<file path="src/rtl/anita3_trigger_pattern_buffer.sv">
// rtl/anita3_trigger_pattern_buffer.sv - trigger phi-pattern capture FIFO with FWFT pop interface
//
// Captures the {H,V} phi pattern, holdoff count and event number on each rising
// edge of trig_i into a 2**DEPTH_LOG2 entry FIFO and presents the head entry on
// a registered first-word-fall-through output stage.
//
// Optional feature macro: ANITA3_TRIG_BUF_TIMESTAMP_EN
//   defined   : free-running TS_BITS counter sampled per entry, shown on timestamp_o
//   undefined : no timestamp storage, timestamp_o is constant 0
//
// Ports:
//   clk250_i    - 250 MHz trigger clock
//   rst_n_i     - asynchronous active-low reset
//   trig_i      - trigger (pulse or level), rising edge captures
//   phi_i       - phi pattern, sampled on the trig_i rising cycle
//   count_i     - holdoff trigger count, sampled with phi_i
//   rd_i        - pop request; ignored while valid_o is low
//   valid_o     - head entry present on phi_o/count_o/evnum_o/timestamp_o
//   full_o      - FIFO holds 2**DEPTH_LOG2 entries
//   overflow_o  - sticky, at least one trigger was dropped
//   dropped_o   - dropped trigger count, saturating at 255
module anita3_trigger_pattern_buffer #(
    parameter int NUM_PHI    = 16,
    parameter int DEPTH_LOG2 = 3,
    parameter int EVN_BITS   = 16,
    parameter int TS_BITS    = 24
) (
    input  logic                   clk250_i,
    input  logic                   rst_n_i,
    input  logic                   trig_i,
    input  logic [2*NUM_PHI-1:0]   phi_i,
    input  logic [7:0]             count_i,
    input  logic                   rd_i,
    output logic                   valid_o,
    output logic [2*NUM_PHI-1:0]   phi_o,
    output logic [7:0]             count_o,
    output logic [EVN_BITS-1:0]    evnum_o,
    output logic [TS_BITS-1:0]     timestamp_o,
    output logic                   full_o,
    output logic                   overflow_o,
    output logic [7:0]             dropped_o
);
    localparam int PHI_W = 2 * NUM_PHI;
    localparam int DEPTH = 1 << DEPTH_LOG2;
    localparam int CW    = DEPTH_LOG2 + 1;
`ifdef ANITA3_TRIG_BUF_TIMESTAMP_EN
    localparam int ENTRY_W = PHI_W + 8 + EVN_BITS + TS_BITS;
`else
    localparam int ENTRY_W = PHI_W + 8 + EVN_BITS;
`endif

    localparam logic [DEPTH_LOG2-1:0] PTR_ONE  = 1;
    localparam logic [CW-1:0]         CNT_ONE  = 1;
    localparam logic [CW-1:0]         CNT_FULL = CW'(DEPTH);
    localparam logic [EVN_BITS-1:0]   EVN_ONE  = 1;

    logic                  trig_q, trig_d;
    logic [EVN_BITS-1:0]   evn_q, evn_d;
    logic [DEPTH_LOG2-1:0] wr_ptr_q, wr_ptr_d;
    logic [DEPTH_LOG2-1:0] rd_ptr_q, rd_ptr_d;
    logic [CW-1:0]         cnt_q, cnt_d;
    logic                  full_q, full_d;
    logic                  valid_q, valid_d;
    logic [ENTRY_W-1:0]    head_q, head_d;
    logic                  overflow_q, overflow_d;
    logic [7:0]            dropped_q, dropped_d;
    logic [ENTRY_W-1:0]    mem_q [DEPTH];

    logic                  wr, pop, wr_acc;
    logic [CW-1:0]         cnt_after_pop;
    logic [ENTRY_W-1:0]    wr_entry;

`ifdef ANITA3_TRIG_BUF_TIMESTAMP_EN
    localparam logic [TS_BITS-1:0] TS_ONE = 1;
    logic [TS_BITS-1:0] ts_q, ts_d;

    always_comb begin
        ts_d = ts_q + TS_ONE;
    end

    always_ff @(posedge clk250_i or negedge rst_n_i) begin
        if (!rst_n_i) ts_q <= '0;
        else          ts_q <= ts_d;
    end

    assign wr_entry    = {ts_q, evn_q, count_i, phi_i};
    assign timestamp_o = head_q[PHI_W+8+EVN_BITS +: TS_BITS];
`else
    assign wr_entry    = {evn_q, count_i, phi_i};
    assign timestamp_o = '0;
`endif

    always_comb begin
        trig_d     = trig_i;
        wr         = trig_i & ~trig_q;
        pop        = rd_i & valid_q;
        // A pop frees a slot in the same cycle, so a full FIFO still accepts.
        wr_acc     = wr & (~full_q | pop);
        evn_d      = wr ? evn_q + EVN_ONE : evn_q;
        wr_ptr_d   = wr_acc ? wr_ptr_q + PTR_ONE : wr_ptr_q;
        rd_ptr_d   = pop ? rd_ptr_q + PTR_ONE : rd_ptr_q;
        overflow_d = overflow_q | (wr & ~wr_acc);
        dropped_d  = dropped_q;
        if (wr && !wr_acc && dropped_q != 8'hFF) dropped_d = dropped_q + 8'd1;

        cnt_d = cnt_q;
        if (wr_acc && !pop)      cnt_d = cnt_q + CNT_ONE;
        else if (!wr_acc && pop) cnt_d = cnt_q - CNT_ONE;
        full_d = (cnt_d == CNT_FULL);

        // Output stage looks only at entries already in memory (pre-write count),
        // which gives the one-cycle registered write-to-output latency.
        cnt_after_pop = pop ? cnt_q - CNT_ONE : cnt_q;
        valid_d       = (cnt_after_pop != '0);
        head_d        = valid_d ? mem_q[rd_ptr_d] : head_q;
    end

    always_ff @(posedge clk250_i or negedge rst_n_i) begin
        if (!rst_n_i) begin
            trig_q     <= 1'b0;
            evn_q      <= '0;
            wr_ptr_q   <= '0;
            rd_ptr_q   <= '0;
            cnt_q      <= '0;
            full_q     <= 1'b0;
            valid_q    <= 1'b0;
            head_q     <= '0;
            overflow_q <= 1'b0;
            dropped_q  <= '0;
        end else begin
            trig_q     <= trig_d;
            evn_q      <= evn_d;
            wr_ptr_q   <= wr_ptr_d;
            rd_ptr_q   <= rd_ptr_d;
            cnt_q      <= cnt_d;
            full_q     <= full_d;
            valid_q    <= valid_d;
            head_q     <= head_d;
            overflow_q <= overflow_d;
            dropped_q  <= dropped_d;
        end
    end

    // Storage needs no reset: occupancy and valid gate every read.
    always_ff @(posedge clk250_i) begin
        if (wr_acc) mem_q[wr_ptr_q] <= wr_entry;
    end

    assign valid_o    = valid_q;
    assign phi_o      = head_q[PHI_W-1:0];
    assign count_o    = head_q[PHI_W +: 8];
    assign evnum_o    = head_q[PHI_W+8 +: EVN_BITS];
    assign full_o     = full_q;
    assign overflow_o = overflow_q;
    assign dropped_o  = dropped_q;
endmodule
</file>
<file path="config.mk">
export PLATFORM = sky130hd
export DESIGN_NAME = anita3_trigger_pattern_buffer
export DESIGN_NICKNAME = d
export VERILOG_FILES = /design/src/rtl/anita3_trigger_pattern_buffer.sv
export SDC_FILE = /design/constraint.sdc
export NUM_CORES = 1
export LEC_CHECK = 0
export BUFFER_PORTS_ARGS = -buffer_cell sky130_fd_sc_hd__buf_2
export CORE_ASPECT_RATIO = 0.6
export CORE_UTILIZATION = 44
export DETAILED_ROUTE_END_ITERATION = 8
export GPL_TIMING_DRIVEN = 0
export PLACE_DENSITY = 0.58
export SYNTH_ARGS = -nofsm -noshare
export SYNTH_HDL_FRONTEND = slang
export SYNTH_SLANG_ARGS = --single-unit
</file>
<file path="constraint.sdc">
create_clock -name clk250_i -period 20.9 [get_ports clk250_i]
set_input_delay 0 -clock clk250_i [delete_from_list [all_inputs] [get_ports clk250_i]]
set_output_delay 0 -clock clk250_i [all_outputs]
set_load 0.05 [all_outputs]
</file>
### Word-level counts from Yosys, hierarchy flattened

Memory sizes are Yosys's and may differ from the RTL's. A register that Yosys moved wholly into a read port is not among the register bits.
Index checks and enable logic that the tools add are counted.

* register bits after elaboration: 38
* memory bits (writable): 448
* input port bits: 44
* output and inout bits: 91
* logic and storage cells: 41
* memories: 1

Memory list
* mem_q: depth 8, width 56, rd ports 1, clocked after Yosys merged registers in 1, write ports 1, RTL line 67 `logic [ENTRY_W-1:0] mem_q [DEPTH];`

* add/sub/neg operators: 6
* equal/unequal tests: 2
* mux-type cells: 6
* bitwise operators: 9
* reductions and logical operators: 8

Operators by type and width (number)
* adder 16 x 1 -> 16 bit (second input constant): 1
* 2-to-1 mux 4 bit: 3
* adder 8 x 1 -> 8 bit (second input constant): 1
* != test 8 bit (second input constant): 1
* adder 3 x 1 -> 3 bit (second input constant): 2
* adder 4 x 1 -> 4 bit (second input constant): 1
* AND 1 bit: 4
* equality test 4 bit (second input constant): 1
* logical AND 1 bit: 4
* nonzero test 4 bit: 1
* subtractor 4 x 1 -> 4 bit (second input constant): 1
* logical NOT 1 bit: 3
* 2-to-1 mux 3 bit: 1
* inverter 1 bit: 3
* 2-to-1 mux 1 bit: 2
* bitwise OR 1 bit: 2

### Logic depth before layout (Yosys ltp)

* depth after elaboration: 8
* gate-level depth with buffers: 11
* depth with buffers taken out: 7

### Worst setup path before layout

Ideal clock, no wire load.

* kind: register -> register
* start: register valid_q, in the netlist valid_o
* end: memory mem_q[0][0] (netlist name), enable pin
* library setup time: 0.608 ns
* arrival: 6.569 ns
* data required time: 20.292 ns
* setup slack: 13.723 ns
* cell stages (with the launch flop): 5
* buffers on the path: 1
* period minus slack after synthesis: 7.177 ns
* path through: dfrtp_1 buf_4 a21boi_0 nand2b_1 nor4_1

* word-level cells in the longest chain between the ends: 5

Ends and longest elaborated chain
* start: declaration: RTL line 63 `logic valid_q, valid_d;`
* start signal: assignment: RTL line 137 `valid_q <= valid_d;`
* AND 1 bit: RTL line 96 `pop = rd_i & valid_q;`
* bitwise OR 1 bit: RTL line 98 `wr_acc = wr & (~full_q | pop);`
* AND 1 bit: RTL line 98
* 2-to-1 mux 1 bit: RTL line 146 `if (wr_acc) mem_q[wr_ptr_q] <= wr_entry;`
* 2-to-1 mux 1 bit (not written as such): RTL line 146
* end: declaration: RTL line 67

No other way between the ends.

### Worst setup path in the final report

* start: register trig_q
* end: memory mem_q[1][3] (netlist name), enable pin

* word-level cells in the longest chain between the ends: 5

Ends and longest elaborated chain
* start: declaration: RTL line 57 `logic trig_q, trig_d;`
* start signal: assignment: RTL line 131 `trig_q <= trig_d;`
* inverter 1 bit: RTL line 95 `wr = trig_i & ~trig_q;`
* AND 1 bit: RTL line 95
* AND 1 bit: RTL line 98
* 2-to-1 mux 1 bit: RTL line 146
* 2-to-1 mux 1 bit (not written as such): RTL line 146

No other way between the ends.

==> impl_metrics.py <==
metrics = {
    "grt": {
        "grt_pass1_vias": 11500,
        "grt_pass1_wl_mm": 73.21,
        "grt_max_degree": 78,
        "grt_antenna_before_repair": 0,
        "overflow": 0,
        "grtUsageTotal_pct": 19.97,
    },
    "sta": {
        "fin_crit_sh_pct": 14.19,
        "tns_ns": 0,
        "fmax_ghz": 0.3373,
        "hold_viol": 0,
        "setup_viol": 0,
        "rsz0062_at_grt": "false",
        "min_period_ns": 2.965,
        "slew_headroom_pct": 34.07,
        "final_max_slew_viol_count": 0,
        "worstMarginPinSlew_ns": 0.9837,
        "skew_ns": 0.01730,
    },
    "logic_synthesis": {
        "syn_area_um2": 21450,
        "ys_async_sr_fraction_pct": 17.34,
        "synth_seq_cells": 542,
        "synth_edf_count": 448,
        "seq_area_frac_synth_pct": 73.67,
        "postSynthCellCount": 1222,
        "ys_warn_count": 0,
        "ys_types": 52,
        "ys.flop_type": "edfxtp_1",
        "synth.avg_cell_area_um2": 17.56,
    },
    "floorplanning": {
        "die_w_um": 287.1,
        "num_rows": 62,
        "coreArea_um2": 47940,
        "die_h_um": 173.0,
        "initial_core_util_pct": 44.75,
        "pin_count": 135,
        "design.die.area_um2": 49680,
    },
    "clocking": {
        "clk_pin_slew_ns": 0.06,
        "cts_setup_buffers": 0,
        "cts-hold-fix-buffers": 43,
        "insertion_delay_ns": 0.57,
        "cts_sinks": 542,
        "cts_tree": "yes",
        "cts_max_level": 2,
        "cts-root-buf": "clkbuf_16",
        "ctsResizeCount": 0,
        "cts.path.max_buffers": 3,
        "cts_buffers": 51,
    },
    "detailed_routing": {
        "viasPerCell": 5.274,
        "antenna_left": 0,
        "wire_per_inst_um": 22.44,
        "dr.pass1.iters": 5,
        "drt-initial-drc-count": 925,
        "drc": 0,
        "wl_mm": 48.93,
        "vias": 11500,
    },
    "critical_path": {
        "cp_max_fo": 9,
        "critPathLaunchType": "flop",
        "worstPathArrival_ns": 3.24,
        "required_ns": 21.17,
        "end_kind": "flop",
        "critPathLaunch": "trig_q",
        "critPathKind": "reg -> reg",
        "worstReg2RegStart": "trig_q",
    },
    "place": {
        "hpwl_mm": 32.09,
        "place_congestion": 0.7612,
        "place_inst": 2042,
        "port_buffers": 109,
    },
    "final_layout": {
        "syn_to_final_growth_pct": 20.06,
        "antenna_cells": 0,
        "drive_gt1_share_pct": 22.53,
        "finalNetCount": 1548,
        "final_cells": 2180,
        "fillerInstances": 3833,
    },
    "flow_run": {
        "drv_cap": 0,
    },
    "power": {
        "p_leak_uw": 0.009795,
        "ir_worst_vdd_mv": 0.06623,
        "p_per_area_nw_per_um2": 148.6,
    },
    "status": {
        "status": "completed",
    },
    "worst_hold_path": {
        "hp-class": "in -> async",
    },
}
-- registers in the layout, indices dropped and copies added (netlist names) --
| name | flops |
|---|---|
| mem_q | 448 |
| head_q | 56 |
| evn_q | 16 |
| dropped_o | 8 |
| cnt_q | 4 |
| rd_ptr_q | 3 |
| wr_ptr_q | 3 |
| full_o | 1 |
| overflow_o | 1 |
| trig_q | 1 |
| valid_o | 1 |
-- per-layer routing --
layer	track usage, %	part of all wire (%)	vias to the layer above
met1	31.05	49	5913
met5	0	0	-
li1	-	-	5237
met2	29.70	45	279
met3	3.166	4.8	68
met4	4.122	1.6	0
-- report_power, final --
group / internal, µW / leakage [µW] / switching (µW)
logic: 577 / 0.00382 / 878
clock network: 561 / 0.000835 / 388
registers: 1340 / 0.00514 / 84.9
total: 2480 / 0.00979 / 1350
-- synth_stat cells, drive strengths merged (3+ instances only) --
cell,count,area share [%]
nor2,63,1.1
xor2,6,0.24
nand4,3,0.087
and4,4,0.16
nand3,25,0.58
buf,60,3.0
dfrtp,94,11
and2,3,0.099
and3,30,0.87
mux2i,176,8.2
a21oi,46,1.1
xnor2,23,0.94
nand2,62,1.1
a31o,12,0.49
nand2b,4,0.12
clkbuf,24,0.42
inv,21,0.37
ha,6,0.35
mux4,44,4.6
a211oi,24,0.84
a311oi,12,0.49
nor3,5,0.12
edfxtp,448,63
-- worst paths after layout --
path / slack (ns) / depth (start not counted) / to
max: 17.94 / 6 / mem_q[1][3]
min reg2reg: 0.49 / 1 / overflow_o
min: 0.02 / 3 / head_q[31]
min in group clk250_i: 0.04 / 3 / overflow_o
max reg2reg: 17.94 / 6 / mem_q[1][3]
max in group asynchronous: 19.62 / 3 / head_q[10]
-- critical path: stages, from the launching register on --
cell and delay (ns):
dfrtp_1 0.37, nor2b_1 0.47, nand2b_1 0.34, nor3_2 0.86, buf_8 0.25, buf_6 0.18
buf_6 0.18
-- area by class of cell --
class,instances,area [µm²],share of cell area [%]
Sequential cell,542,15810,61.36
Multi-Input combinational cell,598,4970,19.29
Inverter,21,78.83,0.3060
Buffer,84,735.7,2.856
Clock inverter,17,229.0,0.8889
Clock buffer,78,1480,5.746
Timing Repair Buffer,200,1659,6.441
Tap cell,640,800.8,3.109
-- cells by family (layout without fill, tap and decap cells) --
family / Yosys count / after routing / share of synthesized area (%)
AOI/OAI and AO/OA: 111 / 111 / 3.587
xor gates and xnor gates: 29 / 29 / 1.184
adders and majority gates: 6 / 6 / 0.3499
buffers and inverters: 105 / 400 / 3.797
DFF: 542 / 542 / 73.67
muxes: 221 / 221 / 12.88
other: 1 / 24 / 0.01748
and+or+nand+nor: 207 / 207 / 4.514
-- through the flow --
step | power (µW) | hold WS (ns) | util, % | setup WS [ns] | area (µm²)
6_report | 3827 | 0.01719 | 53.73 | 17.94 | 25760
5_1_grt | 4006 | 0.04468 | 53.73 | 17.75 | 25760
4_1_cts | 3869 | 0.02101 | 53.73 | 17.88 | 25760
3_5_place_dp | 2912 | -0.1313 | 49.27 | 17.88 | 23620
3_3_place_gp | 2877 | 0.1345 | 47.74 | 7.305 | 22890
2_1_floorplan | 2481 | -0.2956 | - | 13.72 | 21540
-- cells in the final DEF (no fill, tap or decap), drive strengths merged, types with 30 or more instances in the layout --
cell	n
nand2	62
mux2i	176
dlygate4sd3	43
buf	217
a21oi	46
and3	30
nor2	63
dfrtp	94
edfxtp	448
clkbuf	102
mux4	44
Power figures use the tool's default switching activity.
